## src/rtl/cache_refill_axi_master_if.sv

```systemverilog
// AXI4 read-only channel bundle (AR + R) between a refill master and its memory port.
interface cache_refill_axi_master_if #(
  parameter int unsigned ADDR_WIDTH = 32,
  parameter int unsigned DATA_WIDTH = 32
);
  logic [3:0]            arid;
  logic [ADDR_WIDTH-1:0] araddr;
  logic [7:0]            arlen;
  logic [2:0]            arsize;
  logic [1:0]            arburst;
  logic                  arvalid;
  logic                  arready;
  logic [3:0]            rid;
  logic [DATA_WIDTH-1:0] rdata;
  logic [1:0]            rresp;
  logic                  rlast;
  logic                  rvalid;
  logic                  rready;

  modport master (
    output arid, araddr, arlen, arsize, arburst, arvalid,
    input  arready,
    input  rid, rdata, rresp, rlast, rvalid,
    output rready
  );

  modport slave (
    input  arid, araddr, arlen, arsize, arburst, arvalid,
    output arready,
    output rid, rdata, rresp, rlast, rvalid,
    input  rready
  );
endinterface

```

## src/rtl/cache_refill_axi_master.sv

```systemverilog
// Cache line refill engine: one aligned AXI4 INCR read burst per miss, beats forwarded to the fill port.
module cache_refill_axi_master #(
  parameter int unsigned ADDR_WIDTH = 32,
  parameter int unsigned DATA_WIDTH = 32,
  parameter int unsigned LINE_WORDS = 4,
  parameter int unsigned AXI_ID     = 0
) (
  input  logic                          clk,
  input  logic                          rst_n,
  input  logic                          req_valid,
  output logic                          req_ready,
  input  logic [ADDR_WIDTH-1:0]         req_addr,
  output logic                          busy,
  output logic                          fill_valid,
  output logic [DATA_WIDTH-1:0]         fill_data,
  output logic [$clog2(LINE_WORDS)-1:0] fill_index,
  output logic                          fill_last,
  output logic                          fill_err,
  cache_refill_axi_master_if.master     m_axi
);

  localparam int unsigned IDX_W      = $clog2(LINE_WORDS);
  localparam int unsigned BEAT_BYTES = DATA_WIDTH / 8;
  localparam int unsigned LINE_BYTES = LINE_WORDS * BEAT_BYTES;
  localparam logic [ADDR_WIDTH-1:0] LINE_MASK = ~ADDR_WIDTH'(LINE_BYTES - 1);
  localparam logic [IDX_W-1:0]      LAST_IDX  = IDX_W'(LINE_WORDS - 1);
  localparam logic [3:0]            ID        = 4'(AXI_ID);
  localparam logic [7:0]            BURST_LEN = 8'(LINE_WORDS - 1);
  localparam logic [2:0]            BEAT_SIZE = 3'($clog2(BEAT_BYTES));

  typedef enum logic [1:0] {IDLE, ADDR, DATA} state_t;

  state_t           state, state_n;
  logic [IDX_W-1:0] beat_cnt;
  logic             err_q;
  logic             req_hs_c, ar_hs_c, r_hs_c, last_beat_c, beat_err_c;

  // State register
  always_ff @(posedge clk or negedge rst_n) begin
    if (!rst_n) state <= IDLE;
    else        state <= state_n;
  end

  // Next state and handshake decode; arvalid/rready are high exactly in ADDR/DATA
  always_comb begin
    state_n     = state;
    req_hs_c    = 1'b0;
    ar_hs_c     = 1'b0;
    r_hs_c      = 1'b0;
    last_beat_c = (beat_cnt == LAST_IDX);
    beat_err_c  = (m_axi.rresp != 2'b00) || (m_axi.rid != ID) || (m_axi.rlast != last_beat_c);
    case (state)
      IDLE: if (req_valid && req_ready) begin
        req_hs_c = 1'b1;
        state_n  = ADDR;
      end
      ADDR: if (m_axi.arready) begin
        ar_hs_c = 1'b1;
        state_n = DATA;
      end
      DATA: if (m_axi.rvalid) begin
        r_hs_c = 1'b1;
        if (last_beat_c) state_n = IDLE;
      end
      default: state_n = IDLE;
    endcase
  end

  // Registered AR channel, fill port, beat counter and sticky line error
  always_ff @(posedge clk or negedge rst_n) begin
    if (!rst_n) begin
      req_ready     <= 1'b0;
      busy          <= 1'b0;
      fill_valid    <= 1'b0;
      fill_data     <= '0;
      fill_index    <= '0;
      fill_last     <= 1'b0;
      fill_err      <= 1'b0;
      m_axi.arid    <= '0;
      m_axi.araddr  <= '0;
      m_axi.arlen   <= '0;
      m_axi.arsize  <= '0;
      m_axi.arburst <= '0;
      m_axi.arvalid <= 1'b0;
      m_axi.rready  <= 1'b0;
      beat_cnt      <= '0;
      err_q         <= 1'b0;
    end else begin
      req_ready    <= (state_n == IDLE);
      busy         <= (state_n != IDLE) || r_hs_c;
      m_axi.rready <= (state_n == DATA);
      fill_valid   <= r_hs_c;
      fill_last    <= r_hs_c && last_beat_c;
      fill_err     <= r_hs_c && last_beat_c && (err_q || beat_err_c);
      if (req_hs_c) begin
        m_axi.arid    <= ID;
        m_axi.araddr  <= req_addr & LINE_MASK;
        m_axi.arlen   <= BURST_LEN;
        m_axi.arsize  <= BEAT_SIZE;
        m_axi.arburst <= 2'b01;
        m_axi.arvalid <= 1'b1;
        beat_cnt      <= '0;
        err_q         <= 1'b0;
      end
      if (ar_hs_c) m_axi.arvalid <= 1'b0;
      if (r_hs_c) begin
        fill_data  <= m_axi.rdata;
        fill_index <= beat_cnt;
        beat_cnt   <= beat_cnt + IDX_W'(1);
        err_q      <= err_q || beat_err_c;
      end
    end
  end

endmodule

```

## src/flat_wrapper.sv

```systemverilog
// flat-port wrapper written by rule: the top's interface ports become plain ports
module cache_refill_axi_master_flat 
#(
  parameter int unsigned ADDR_WIDTH = 32,
  parameter int unsigned DATA_WIDTH = 32,
  parameter int unsigned LINE_WORDS = 4,
  parameter int unsigned AXI_ID     = 0
)
  (clk, rst_n, req_valid, req_ready, req_addr, busy, fill_valid, fill_data, fill_index, fill_last, fill_err, m_axi_arid, m_axi_araddr, m_axi_arlen, m_axi_arsize, m_axi_arburst, m_axi_arvalid, m_axi_arready, m_axi_rid, m_axi_rdata, m_axi_rresp, m_axi_rlast, m_axi_rvalid, m_axi_rready);
  cache_refill_axi_master_if #(.ADDR_WIDTH(ADDR_WIDTH), .DATA_WIDTH(DATA_WIDTH)) m_axi_i ();
  input  logic clk;
  input  logic rst_n;
  input  logic req_valid;
  output logic req_ready;
  input  logic [ADDR_WIDTH-1:0] req_addr;
  output logic busy;
  output logic fill_valid;
  output logic [DATA_WIDTH-1:0] fill_data;
  output logic [$clog2(LINE_WORDS)-1:0] fill_index;
  output logic fill_last;
  output logic fill_err;
  output wire logic [$bits(m_axi_i.arid)-1:0] m_axi_arid;
  output wire logic [$bits(m_axi_i.araddr)-1:0] m_axi_araddr;
  output wire logic [$bits(m_axi_i.arlen)-1:0] m_axi_arlen;
  output wire logic [$bits(m_axi_i.arsize)-1:0] m_axi_arsize;
  output wire logic [$bits(m_axi_i.arburst)-1:0] m_axi_arburst;
  output wire logic [$bits(m_axi_i.arvalid)-1:0] m_axi_arvalid;
  input wire logic [$bits(m_axi_i.arready)-1:0] m_axi_arready;
  input wire logic [$bits(m_axi_i.rid)-1:0] m_axi_rid;
  input wire logic [$bits(m_axi_i.rdata)-1:0] m_axi_rdata;
  input wire logic [$bits(m_axi_i.rresp)-1:0] m_axi_rresp;
  input wire logic [$bits(m_axi_i.rlast)-1:0] m_axi_rlast;
  input wire logic [$bits(m_axi_i.rvalid)-1:0] m_axi_rvalid;
  output wire logic [$bits(m_axi_i.rready)-1:0] m_axi_rready;
  assign m_axi_arid = m_axi_i.arid;
  assign m_axi_araddr = m_axi_i.araddr;
  assign m_axi_arlen = m_axi_i.arlen;
  assign m_axi_arsize = m_axi_i.arsize;
  assign m_axi_arburst = m_axi_i.arburst;
  assign m_axi_arvalid = m_axi_i.arvalid;
  assign m_axi_i.arready = m_axi_arready;
  assign m_axi_i.rid = m_axi_rid;
  assign m_axi_i.rdata = m_axi_rdata;
  assign m_axi_i.rresp = m_axi_rresp;
  assign m_axi_i.rlast = m_axi_rlast;
  assign m_axi_i.rvalid = m_axi_rvalid;
  assign m_axi_rready = m_axi_i.rready;
  cache_refill_axi_master #(.ADDR_WIDTH(ADDR_WIDTH), .DATA_WIDTH(DATA_WIDTH), .LINE_WORDS(LINE_WORDS), .AXI_ID(AXI_ID)) u_core (.clk(clk), .rst_n(rst_n), .req_valid(req_valid), .req_ready(req_ready), .req_addr(req_addr), .busy(busy), .fill_valid(fill_valid), .fill_data(fill_data), .fill_index(fill_index), .fill_last(fill_last), .fill_err(fill_err), .m_axi(m_axi_i));
endmodule
```

## config.mk

```make
export PLATFORM = sky130hd
export DESIGN_NAME = cache_refill_axi_master_flat
export DESIGN_NICKNAME = d
export VERILOG_FILES = /design/src/rtl/cache_refill_axi_master_if.sv /design/src/rtl/cache_refill_axi_master.sv /design/src/flat_wrapper.sv
export SDC_FILE = /design/constraint.sdc
export NUM_CORES = 1
export LEC_CHECK = 0
export ABC_AREA = 1
export CAP_MARGIN = 5
export CORE_ASPECT_RATIO = 1.5
export CORE_MARGIN = 5
export CORE_UTILIZATION = 35
export CTS_BUF_LIST = sky130_fd_sc_hd__clkbuf_8 sky130_fd_sc_hd__clkbuf_16
export CTS_CLUSTER_DIAMETER = 150
export CTS_CLUSTER_SIZE = 12
export DETAILED_ROUTE_END_ITERATION = 8
export PLACE_DENSITY = 0.76
export SYNTH_ARGS = -nofsm -noshare
export SYNTH_HDL_FRONTEND = slang
export SYNTH_SLANG_ARGS = --single-unit
```

## constraint.sdc

```tcl
create_clock -name clk -period 1.3 [get_ports clk]
set_input_delay 0.195 -clock clk [delete_from_list [all_inputs] [get_ports clk]]
set_output_delay 0.195 -clock clk [all_outputs]
set_load 0.02 [all_outputs]
```

==> Yosys cells after proc, flatten, opt, wreduce, memory -nomap -nowiden <==
Cells that the tools add are included.
{ "op_classes": {"n_addsub": 1, "n_eq_ne": 5, "mux": 17, "n_reduce_logical": 14} }
{ "ops": {"columns": ["operator", "n"], "rows": [
  ["2-bit 2-to-1 mux", 6],
  ["1-bit 2-to-1 mux", 10],
  ["2-bit nonzero test", 4],
  ["2-bit == test, second input constant", 3],
  ["2-bit case mux with 3 select lines", 1],
  ["2-bit zero test", 2],
  ["1-bit logical OR", 4],
  ["4-bit nonzero test", 1],
  ["1-bit logical AND", 3],
  ["2-bit by 1-bit adder with 2-bit output, second input constant", 1],
  ["2-bit by 1-bit == test with 1-bit output, second input constant", 1],
  ["1-bit inequality test", 1]
]} }
{ "word_totals": {"register_bits": 76} }

==> Depth between registers and ports, before layout <==
Gate-level depths: netlist (run 1).
{ "logic_depth": {"word_depth": 6, "ltp_mapped": 7} }

==> Worst setup path before layout (run 1) <==
No wires, ideal clock.
{ "synth_path": {"path_type": "register to register", "start": "register u_core.beat_cnt[0]", "end": "register u_core.fill_err", "setup_ns": 0.119, "arrival_time_ns": 1.013, "required_time_ns": 1.181, "setup_slack_ns": 0.168, "stages_incl_launch_ff": 7, "path_buffers": 0, "synth_period_minus_slack_ns": 1.132, "path_cell_list": "dfrtp_1 -> ha_1 -> inv_1 -> nand2_1 -> nand2_1 -> nand3_1 -> and2_1"} }
{ "synth_via": {"elab_chain_cells": 5, "elab_cells_between_ends": 6, "cone_classes": "2 x eq/ne; 4 x reduce/logical"} }
{ "synth_rtl": {"columns": ["element", "line", "rtl"], "rows": [
  ["start: declaration", "cache_refill_axi_master.sv:34", "logic [IDX_W-1:0] beat_cnt;"],
  ["start signal: assignment", "cache_refill_axi_master.sv:109", "beat_cnt <= beat_cnt + IDX_W'(1);"],
  ["2-bit == test *", "cache_refill_axi_master.sv:50", "last_beat_c = (beat_cnt == LAST_IDX);"],
  ["1-bit inequality test", "cache_refill_axi_master.sv:51", "beat_err_c = (m_axi.rresp != 2'b00) || (m_axi.rid != ID) || (m_axi.rlast != last_beat_c);"],
  ["1-bit logical OR", "cache_refill_axi_master.sv:51", null],
  ["1-bit logical OR", "cache_refill_axi_master.sv:94", "fill_err <= r_hs_c && last_beat_c && (err_q || beat_err_c);"],
  ["1-bit logical AND *", "cache_refill_axi_master.sv:94", null],
  ["end signal: assignment", "cache_refill_axi_master.sv:94", null],
  ["end: declaration", "cache_refill_axi_master.sv:18", "output logic fill_err,"]
]} }
Mark *: on every way between the ends. The rest lies on a longest branch, timed or not.
A chain may end at the register's enable or synchronous reset.

==> summary.md, run 1 <==
| Metric | Value |
|---|---|
| Element type at the critical path start | register |
| Fin Setup TNS | 0 ps |
| # fillers | 827 |
| Family with the most delay on the worst path | flip-flops |
| Port bufs | approximately 140 |
| Vias | between 2k and 3k |
| Mapped Area | between 3000 and 4000 sq um |
| FF-to-FF Start | u_core.beat_cnt[0] |
| Number of DRC markers in iteration 0 | between 90 and 100 |
| Ant diodes | 0 |
| Clock buffer depth | 2 |
| Latest clock arrival within the worst-skew pair | about 320 ps |
| Starting density of the core | between 30% and 40% |
| Boundary Pins | 166 |
| Cell type with the largest total area after synthesis | dfrtp_1 |
| GP Congestion | 0.7551 |
| Critical Path Fanout Max | 5 |
| Static leakage | 2.651 nW |
| DRC errors left | 0 |
| Wire per inst | 12.87 um |
| Synth cell count leaders | 175 x nand2_1, 75 x dfrtp_1, 32 x nand3_1 |
| Achievable Freq | between 700 and 800 MHz |
| Pre-CTS WS | -42.69 ps |
| Post-route ant nets | 0 |
| Sequential cell area fraction in the yosys report | between 60% and 70% |
| Register clock-pin slew on the reported worst setup and hold paths | approximately 60 ps |
| Hold Crit Class | input port to register |
| Root Buffer Master | clkbuf_16 |
| RSZ-0062 raised after global routing | yes |
| Final Skew | between 5 and 6 ps |
| Die area | between 10000 and 15000 sq um |
| Crit-path cells | dlygate4sd2_1 |
| TritonCTS clock tree | built |
| Largest stage delay, worst path | 400 ps |
| Worst Setup End Kind | primary output |
| Seq cells post-synth | between 70 and 80 |
| Std-Cell Rows | 42 |
| Final Setup Violations | 0 |
| First-pass GRT wire length | approximately 13 mm |
| Final WS setup | roughly 34 ps |
| Post-synth EDFFs | 0 |
| Origin of the worst setup path | u_core.m_axi.arlen[0] |
| Slew Viols, Final | 0 |
| Vias in the first global route | between 2k and 3k |
| Number of max-cap violations | 0 |
| Outcome | finished, final reports clean |
| Type of the worst setup path | register to primary output |
| Top cells by area, synth | dfrtp_1 61%, nand2_1 21%, buf_4 5.8% |
| Layout cells sized above 1 | 7.214% |
| Worst EP arrival | between 1000 and 1500 ps |
| Pin count of the biggest net entering global routing | 76 |
| Clock sink count | 75 |
| Hold_ws | 402.7 ps |
| YS warnings | 0 |
| GR Overflow Total | 0 |
| Pwr dens | 2349 nW/um^2 |
| GRT Resource Usage Total | between 10 and 15% |
| Hpwl dp | between 5 and 6 mm |
| Async SR Flop Fraction | between 90% and 100% |
| Area grow syn2layout | 58.42% |
| Hold Path Stages | 3 |
| VDD IR-drop max | approximately 1.0 mV |
| CP max stage cell | dfrtp_1 |
| Library cells used by synthesis | 17 |
| H-tree levels | 3 |
| Fin crit period | around 1300 ps |
| Mapped Cells | about 350 |
| Final hold violations | 0 |
| DIE HEIGHT | about 130 um |
| Bufs and invs on worst path | 1 |
| Avg Inst Size Synth | about 8.9 sq um |
| Post-synth top area share | between 60% and 70% |
| Final Util | roughly 56% |
| Final Net Count | around 570 |
| CORE AREA | roughly 8700 sq um |
| Drt via density | 4.409 |
| Most common cell in the synthesized netlist | nand2_1 |
| CP Depth | 1 |
| Final Cycle Share | 97.35% |
| DRT Pass-1 Iters | 4 |
| Initial antenna violation count | 0 |
| Top FF cell, synth | dfrtp_1 |
| Die width | between 80 and 90 um |
| R2R depth | 6 |
| Hold Path Origin | m_axi_rdata[7] |
| TritonCTS Buffers | 9 |
| WP data required | between 1000 and 1500 ps |
| DRT Wirelength | 7.835 mm |
==> layout by cell type (no fill, tap or decap), drive strengths merged <==
cell / netlist / final
buf: 36 / 12
conb: 1 / 17
clkdlybuf4s50: 0 / 70
nor2: 6 / 6
inv: 13 / 13
nand3: 32 / 32
dlygate4sd3: 0 / 1
dfrtp: 75 / 75
clkinv: 0 / 1
clkbuf: 0 / 12
clkdlybuf4s15: 0 / 1
ha: 1 / 1
o21ai: 5 / 5
bufinv: 0 / 3
nand2: 177 / 177
and2: 1 / 1
dlygate4sd2: 0 / 72
==> final timing paths <==
check | end | slack, ps
max in group asynchronous | u_core.fill_data[16] | 550
hold reg to reg | u_core.m_axi.araddr[26] | 460
setup / recovery | m_axi_arburst[0] | 30
setup reg to reg | u_core.busy | 150
min in group asynchronous | u_core.m_axi.araddr[30] | 430
hold / removal | u_core.fill_data[7] | 400
==> flip-flops by register name (all words and copies together), names as in the netlist <==
| signal | cells |
|---|---|
| u_core.beat_cnt | 2 |
| u_core.busy | 1 |
| u_core.err_q | 1 |
| u_core.fill_data | 32 |
| u_core.fill_err | 1 |
| u_core.fill_index | 2 |
| u_core.fill_last | 1 |
| u_core.fill_valid | 1 |
| u_core.m_axi.araddr | 28 |
| u_core.m_axi.arlen | 1 |
| u_core.m_axi.arvalid | 1 |
| u_core.m_axi.rready | 1 |
| u_core.req_ready | 1 |
| u_core.state | 2 |
==> area by class of cell <==
type | count | area [sq um] | area share, %
Tap cell | 110 | 137.6 | 2.805
Sequential cell | 75 | 1877 | 38.26
Multi-Input combinational cell | 239 | 974.7 | 19.87
Inverter | 13 | 51.30 | 1.046
Clock buffer | 12 | 266.5 | 5.432
Timing Repair Buffer | 156 | 1504 | 30.66
Clock inverter | 4 | 95.09 | 1.938
==> per-layer routing <==
| layer | vias up | routed length [um] | global-route usage (%) |
|---|---|---|---|
| met5 | - | 0 | 0 |
| li1 | 1320 | - | - |
| met3 | 12 | 647 | 4.082 |
| met2 | 97 | 4112 | 25.55 |
| met1 | 1256 | 2935 | 16.53 |
| met4 | 0 | 139 | 6.330 |
==> repair_timing <==
item	CTS	global route
cloned	0	0
gates resized for setup	73	4
pin swaps	0	1
setup buffers	0	1
hold buffers	1	0
hold endpoints to repair	75	0
endpoints found under the setup margin	73	7
==> stage by stage <==
| step | cells | cell area (sq um) | power (mW) |
|---|---|---|---|
| after floorplan | 363 | 3157 | 6.731 |
| after global placement | 591 | 4614 | 9.290 |
| after detailed placement | 591 | 4614 | 9.424 |
| after CTS | 608 | 4895 | 11.71 |
| after global routing | 609 | 4906 | 12.29 |
| final | 609 | 4906 | 11.53 |
==> logic make-up (layout without fill, tap and decap cells) <==
kind of cell	after synthesis	after routing	share of synthesized area (%)
AND/OR/NAND/NOR	216	216	28.04
flip-flops	75	75	60.61
buffers and inverters	49	185	10.02
AO/OA/AOI/OAI	5	5	0.8080
adder cells (fa/ha/maj)	1	1	0.4040
other	1	17	0.1211
==> power by group <==
| part | internal, mW | switching (mW) |
|---|---|---|
| sequential | 3.36 | 0.496 |
| combinational | 1.82 | 2.93 |
| clock | 2.03 | 0.886 |
(Power assumes the default switching activity.)
==> run 2, diff against run 1 <==
--- a/config.mk
+++ b/config.mk
@@ -6,7 +6,6 @@
 export NUM_CORES = 1
 export LEC_CHECK = 0
 export ABC_AREA = 1
-export CAP_MARGIN = 5
 export CORE_ASPECT_RATIO = 1.5
 export CORE_MARGIN = 5
 export CORE_UTILIZATION = 35
==> results of run 2 <==
Final layout, timing and power as in run 1 (identical DEF).
